<file path="src/rtl/param_serializer_pkg.sv">
// serializer_pkg: shared FSM state type and length decoding for param_serializer
package serializer_pkg;
  typedef enum logic {IDLE, SHIFT} state_t;
  function automatic int unsigned len_decode(input int unsigned mod, input int unsigned data_w,
                                             input int unsigned min_len = 3);
    return (mod == 0) ? data_w : ((mod < min_len) ? 0 : mod);
  endfunction
endpackage

</file>
<file path="src/rtl/param_serializer.sv">
// param_serializer: parallel-to-serial shifter with length/order select; SERIALIZER_BACK2BACK_EN enables gapless streaming
module param_serializer
  import serializer_pkg::*;
#(
  parameter int DATA_W  = 16,
  parameter int MOD_W   = $clog2(DATA_W),
  parameter int MIN_LEN = 3
) (
  input  logic              clk_i,
  input  logic              srst_i,
  input  logic [DATA_W-1:0] data_i,
  input  logic [MOD_W-1:0]  data_mod_i,
  input  logic              data_val_i,
  input  logic              msb_first_i,
  output logic              ser_data_o,
  output logic              ser_data_val_o,
  output logic              ser_data_last_o,
  output logic              busy_o
);
  localparam int CW = MOD_W + 1;
`ifdef SERIALIZER_BACK2BACK_EN
  localparam bit B2B = 1'b1;
`else
  localparam bit B2B = 1'b0;
`endif
  state_t state_q, state_d;
  logic [DATA_W-1:0] sh_q, sh_d;
  logic [CW-1:0] cnt_q, cnt_d, len;
  logic msb_q, msb_d, data_q, data_d, val_q, val_d, last_q, last_d, busy_q, busy_d;
  logic accept, shifting;
  // next-state: accept a legal word when not busy, otherwise keep shifting until the counter expires
  always_comb begin
    len      = CW'(len_decode(32'(data_mod_i), DATA_W, MIN_LEN));
    accept   = data_val_i && !busy_q && len != '0;
    shifting = state_q == SHIFT && cnt_q != '0;
    state_d  = (accept || shifting) ? SHIFT : IDLE;
    sh_d     = accept ? data_i : (msb_q ? sh_q << 1 : sh_q >> 1);
    cnt_d    = accept ? len - CW'(1) : (shifting ? cnt_q - CW'(1) : cnt_q);
    msb_d    = accept ? msb_first_i : msb_q;
    val_d    = state_d == SHIFT;
    data_d   = val_d && (msb_d ? sh_d[DATA_W-1] : sh_d[0]);
    last_d   = val_d && cnt_d == '0;
    busy_d   = val_d && !(B2B && last_d);
  end
  // state and registered outputs; reset abandons any word in flight
  always_ff @(posedge clk_i) begin
    if (srst_i) begin
      state_q <= IDLE;
      sh_q    <= '0;
      cnt_q   <= '0;
      msb_q   <= 1'b0;
      data_q  <= 1'b0;
      val_q   <= 1'b0;
      last_q  <= 1'b0;
      busy_q  <= 1'b0;
    end else begin
      state_q <= state_d;
      sh_q    <= sh_d;
      cnt_q   <= cnt_d;
      msb_q   <= msb_d;
      data_q  <= data_d;
      val_q   <= val_d;
      last_q  <= last_d;
      busy_q  <= busy_d;
    end
  end
  assign ser_data_o      = data_q;
  assign ser_data_val_o  = val_q;
  assign ser_data_last_o = last_q;
  assign busy_o          = busy_q;
endmodule

</file>
<file path="config.mk">
export PLATFORM = sky130hd
export DESIGN_NAME = param_serializer
export DESIGN_NICKNAME = d
export VERILOG_FILES = /design/src/rtl/param_serializer_pkg.sv /design/src/rtl/param_serializer.sv
export SDC_FILE = /design/constraint.sdc
export NUM_CORES = 1
export LEC_CHECK = 0
export ABC_AREA = 1
export CAP_MARGIN = 10
export CORE_MARGIN = 1.5
export CORE_UTILIZATION = 30
export DETAILED_ROUTE_END_ITERATION = 12
export PLACE_DENSITY = 0.57
export SYNTH_ARGS = -nofsm -noshare
export SYNTH_HDL_FRONTEND = slang
export SYNTH_SLANG_ARGS = --single-unit
export TNS_END_PERCENT = 100
</file>
<file path="constraint.sdc">
create_clock -name clk_i -period 1.5 [get_ports clk_i]
set_input_delay 0.3 -clock clk_i [delete_from_list [all_inputs] [get_ports clk_i]]
set_output_delay 0.3 -clock clk_i [all_outputs]
set_load 0.005 [all_outputs]
</file>
Word-level counts from Yosys, hierarchy flattened

Cells that the tools add are included.

Bitwise gates (word level): 0
Eq/ne operators: 0
Divide/modulo/power cells: 0
Multipliers: 0
Shift operators: 0
Reductions and logical operators: 11
Magnitude comparators: 1
Add/sub/neg operators: 2
Multiplexer cells: 9

Operators with widths:

| kind                | number |
|---|---|
| $mux 16             | 2 |
| $mux 5              | 3 |
| $reduce_bool 5->1   | 2 |
| $sub 5x1->5 const B | 2 |
| $logic_and 1x1->1   | 5 |
| $logic_not 5->1     | 1 |
| $logic_not 4->1     | 1 |
| $lt 4x2->1 const B  | 1 |
| $mux 4              | 1 |
| $mux 1              | 3 |
| $logic_not 1->1     | 1 |
| $logic_or 1x1->1    | 1 |

Latch bits: 0
RAM bits: 0
Output and inout bits: 4
Memories kept: 0
Flip-flop bits (word level): 25
ROM bits: 0
Input bits: 24
Word-level logic and storage cells: 29

Depth between registers and ports, before layout

Word-level depth: 8
Mapped depth: 12
Mapped depth without buffers: 11

Worst setup path before layout

OpenSTA, ideal clock, no wires.

Path type: input port to flip-flop
From: input data_mod_i[0]
To: register data_q (netlist: ser_data_o)
Data arrival time: 1.435 ns
Setup time: 0.113 ns
Cell stages on the path: 11
Buffers on the path: 1
Slack: -0.048 ns
Required time: 1.387 ns
Path through: inv_1 -> o21ai_0 -> nand2_1 -> ha_1 -> nand3_2 -> nand2_4 -> buf_6 -> o21ai_2 -> inv_1 -> nor2_1 -> nor2_1

Longest elaborated chain between the ends: 8
Elaborated cells between the ends (all ways): 12
Classes of those cells: 1 x order compare; 6 x mux; 5 x reduce/logical

Ends and longest elaborated chain:

| what                                  | RTL line                                       | text |
|---|---|---|
| start: declaration                    | param_serializer.sv:12                         | `input logic [MOD_W-1:0] data_mod_i,` |
| $lt 4x2->1                            | param_serializer_pkg.sv:6                      | `return (mod == 0) ? data_w : ((mod < min_len) ? 0 : mod);` |
| $mux 4                                | param_serializer_pkg.sv:6                      |  |
| $mux 5 (*)                            | param_serializer_pkg.sv:6                      |  |
| $reduce_bool 5->1 (*)                 | param_serializer.sv:34                         | `accept = data_val_i && !busy_q && len != '0;` |
| $logic_and 1x1->1 (*)                 | param_serializer.sv:34                         |  |
| $mux 16, or another cell as far along | param_serializer.sv:37                         | `sh_d = accept ? data_i : (msb_q ? sh_q << 1 : sh_q >> 1);` |
| $mux 1, on equally long branches      | param_serializer.sv:41, param_serializer.sv:36 |  |
| $logic_and 1x1->1 (*)                 | param_serializer.sv:41                         | `data_d = val_d && (msb_d ? sh_d[DATA_W-1] : sh_d[0]);` |
| end signal: assignment                | param_serializer.sv:61                         | `data_q <= data_d;` |
| end: declaration                      | param_serializer.sv:29                         | `logic msb_q, msb_d, data_q, data_d, val_q, val_d, last_q, last_d, busy_q, busy_d;` |

Every way passes the cells marked *; elsewhere a longest branch is shown, timed or not.
A chain may end at the register's enable or synchronous reset.

Worst setup path in the final report

From: input data_val_i
To: register sh_q[7]

Longest elaborated chain between the ends: 3

Ends and longest elaborated chain:

| what                           | RTL line               | text |
|---|---|---|
| start: declaration             | param_serializer.sv:13 | `input logic data_val_i,` |
| $logic_and 1x1->1 (2 in a row) | param_serializer.sv:34 |  |
| $mux 16                        | param_serializer.sv:37 |  |
| end signal: assignment         | param_serializer.sv:49 | `sh_q <= '0;` |
| end signal: assignment         | param_serializer.sv:58 | `sh_q <= sh_d;` |
| end: declaration               | param_serializer.sv:27 | `logic [DATA_W-1:0] sh_q, sh_d;` |

Every way passes these cells.

==> reports/metrics.csv <==
stage;metric;value;unit
outcome;status;finished, final reports clean;
clock_tree;cts_htree_levels;1;
worst_setup_path;start_kind;input port;
global_routing;grt.overflow.total;0;
worst_setup_path;critical_path_class;in2reg;
placement;gp_congestion;0.817;
drt;detail-route-antenna-nets;0;
drt;drc;0;
clock_tree;clockRootBuffer;clkbuf_8;
global_routing;grt_pass1_vias;1303;
worst_setup_path;worstPathRequired;1680;ps
cells_and_area;seqCellArea;505;um2
logic_synthesis;ys_seq_area_frac;0.366;
logic_synthesis;synth.most_common_cell;nand2_1;
drt;wl_per_cell;12.0;um
clock_tree;cts.sinks;25;
clock_tree;cts_max_path_buffers;2;
worst_setup_path;slowest_delay;460;ps
floorplan;row_count;24;
power;max-vdd-ir-drop;0.504;mV
timing;setup_viol;0;
timing;fin_worst_skew;2.27;ps
timing;tightest_slew;290;ps
clock_tree;clkTransAtPathRegs;90;ps
floorplan;die_h;70.5;um
logic_synthesis;synth_ff_type;dfxtp_1;
min_path;hold_path.class;reg2reg;
worst_setup_path;timing.rr.start;cnt_q[0];
logic_synthesis;synth.area.top_cells;dfxtp_1 37%, nand2_1 14%, a311oi_2 11%, nor2_1 8.5%, inv_1 5.5%;
logic_synthesis;ys_ff_latch;25;
worst_setup_path;cp_slowest_cell;clkdlybuf4s50_1;
logic_synthesis;synth_top_area_share;0.366;
timing;maxSlewViolCount;0;
logic_synthesis;synth_area;0.00137;mm2
floorplan;fp.dieW;70.5;um
drt;via_per_inst;4.68;
worst_setup_path;crit_end;sh_q[7];
floorplan;ios;28;
floorplan;die_area;0.00498;mm2
worst_setup_path;rr_worst_depth;11;
global_routing;grt.total_usage;0.136;
logic_synthesis;synth_cell_type_count;26;
floorplan;start_util;0.312;
global_routing;grt_max_degree;16;
global_routing;antenna_found_initial;0;
logic_synthesis;post_synth_inst_count;184;
logic_synthesis;syn_area_per_cell;7.44;um2
clock_tree;clock_latency;260;ps
cells_and_area;final.fill_count;452;
logic_synthesis;synthArstFlopShare;0;
logic_synthesis;synth_edf_count;0;
timing;period_share;0.971;
power;power_density;858;mW/mm2
cells_and_area;multi_input_area;885;um2
timing;fmax;687;MHz
clock_tree;cts_buffers;3;
placement;place_area;0.00180;mm2
cells_and_area;finalNetCount;269;
logic_synthesis;syn-num-nets;211;
logic_synthesis;netlist.top_cell.by_area;dfxtp_1;
worst_setup_path;r2r_setup_slack;70;ps
cells_and_area;antenna_cells;0;
worst_setup_path;path_cells;clkdlybuf4s50_1, inv_1, nor2_4, buf_12, nand2_8, clkbuf_16, a311oi_2;
cells_and_area;final_area;0.00216;mm2
worst_setup_path;arrival;1630;ps
worst_setup_path;startpoint;data_val_i;
drt;vias;1370;
logic_synthesis;yosys-top-cells-count;50 x nand2_1, 31 x nor2_1, 25 x dfxtp_1;
placement;numPortBuffers;27;
logic_synthesis;yosys_warnings;0;
global_routing;grt_pass1_wl;5620;um
worst_setup_path;path_max_fanout;7;
cells_and_area;area_delta_synth_final;57.8;%
drt;wirelength;3500;um
clock_tree;cts_hold_buffers;0;
timing;tns;0;ps
timing;period_minus_slack;1460;ps
clock_tree;cts_tree;yes;
power;p_leak;0.000889;uW
run;maxCapViolCount;0;
drt;drt_first_pass_iters;4;
drt;drt_iter0_drc;43;
timing;hold_viol;0;
worst_setup_path;crit_path_end_kind;register;
worst_setup_path;r2r_end;cnt_q[2];
timing;slew_headroom;0.806;
placement;place_hpwl;2190;um
floorplan;core_area;0.00438;mm2
cells_and_area;drive_above_1_share;0.390;
[power by group]
group          switching [uW]  total (uW)  internal (uW)
logic                     328         681            353
clock network             214         399            186
registers                43.0         773            730
[kinds of logic after synthesis]
kind of cell,Yosys count,synth area share
buffers and inverters,30,0.101
adders and majority gates,3,0.0274
AOI/OAI and AO/OA,27,0.195
DFF,25,0.366
and+or+nand+nor,97,0.298
xor gates and xnor gates,2,0.0128
[layout by cell type (no fill, tap or decap), types with 3 or more instances in the layout]
cell type / instances
clkdlybuf4s50_1: 23
nand3_1: 4
inv_1: 14
clkbuf_8: 3
nor2_1: 28
nor2_2: 4
nand2_1: 44
dfxtp_1: 23
a311oi_2: 12
a21oi_2: 3
buf_4: 27
nand2_2: 6
inv_2: 6
o21ai_2: 3
nand3_2: 4
[registers in the layout, summed over array words and instances (netlist names)]
name and flops:
busy_o 1, cnt_q 5, msb_q 1, ser_data_last_o 1, ser_data_o 1, sh_q 16
[timing repair]
item                       in CTS  in global routing
cloned                          3                  1
setup endpoints to repair      27                 23
pin swaps                      15                 20
gates resized for setup        30                 27
buffers inserted                6                  7
[per-stage QoR]
| stage | util | worst slack, ps | std cells | power [uW] | hold WS (ps) |
|---|---|---|---|---|---|
| 3_3_place_gp | 0.410 | -591 | 272 | 1280 | 455 |
| 3_5_place_dp | 0.410 | -608 | 272 | 1280 | 461 |
| 6_report | 0.493 | 43.6 | 293 | 1850 | 471 |
| 2_1_floorplan | - | 4.81 | 184 | 1090 | 373 |
| 4_1_cts | 0.459 | -17.3 | 285 | 1760 | 473 |
| 5_1_grt | 0.493 | -47.8 | 293 | 1970 | 485 |
[worst min-delay path by stage]
stage,start,endpoint,slack [ps],cells past startpoint
6_report,sh_q[15],sh_q[14],470,2
3_5_place_dp,sh_q[15],sh_q[14],460,2
5_1_grt,sh_q[15],sh_q[14],490,2
3_3_place_gp,sh_q[15],sh_q[14],450,2
4_1_cts,sh_q[15],sh_q[14],470,2
2_1_floorplan,srst_i,busy_o,370,1
[final cells by class]
| type | count | area share |
|---|---|---|
| multi-input cells | 131 | 0.410 |
| repair buffers | 61 | 0.270 |
| flip-flops and latches | 25 | 0.234 |
| inverters | 20 | 0.0348 |
| well taps | 52 | 0.0301 |
| clock buffers | 3 | 0.0191 |
| clock inverters | 1 | 0.00232 |
[critical path: cells and delay by family]
| kind | cells | cell delay [ps] |
|---|---|---|
| AOI/OAI and AO/OA | 1 | 260 |
| buffers and inverters | 4 | 850 |
| and+or+nand+nor | 2 | 220 |
[routing by layer]
| layer | up-vias | share of wire | track usage |
|---|---|---|---|
| met2 | 18 | 0.49 | 0.232 |
| met1 | 635 | 0.48 | 0.183 |
| met4 | 0 | 0.015 | 0.0294 |
| met5 | - | 0 | 0 |
| li1 | 711 | - | - |
| met3 | 6 | 0.023 | 0.0228 |
(Power assumes the default switching activity.)
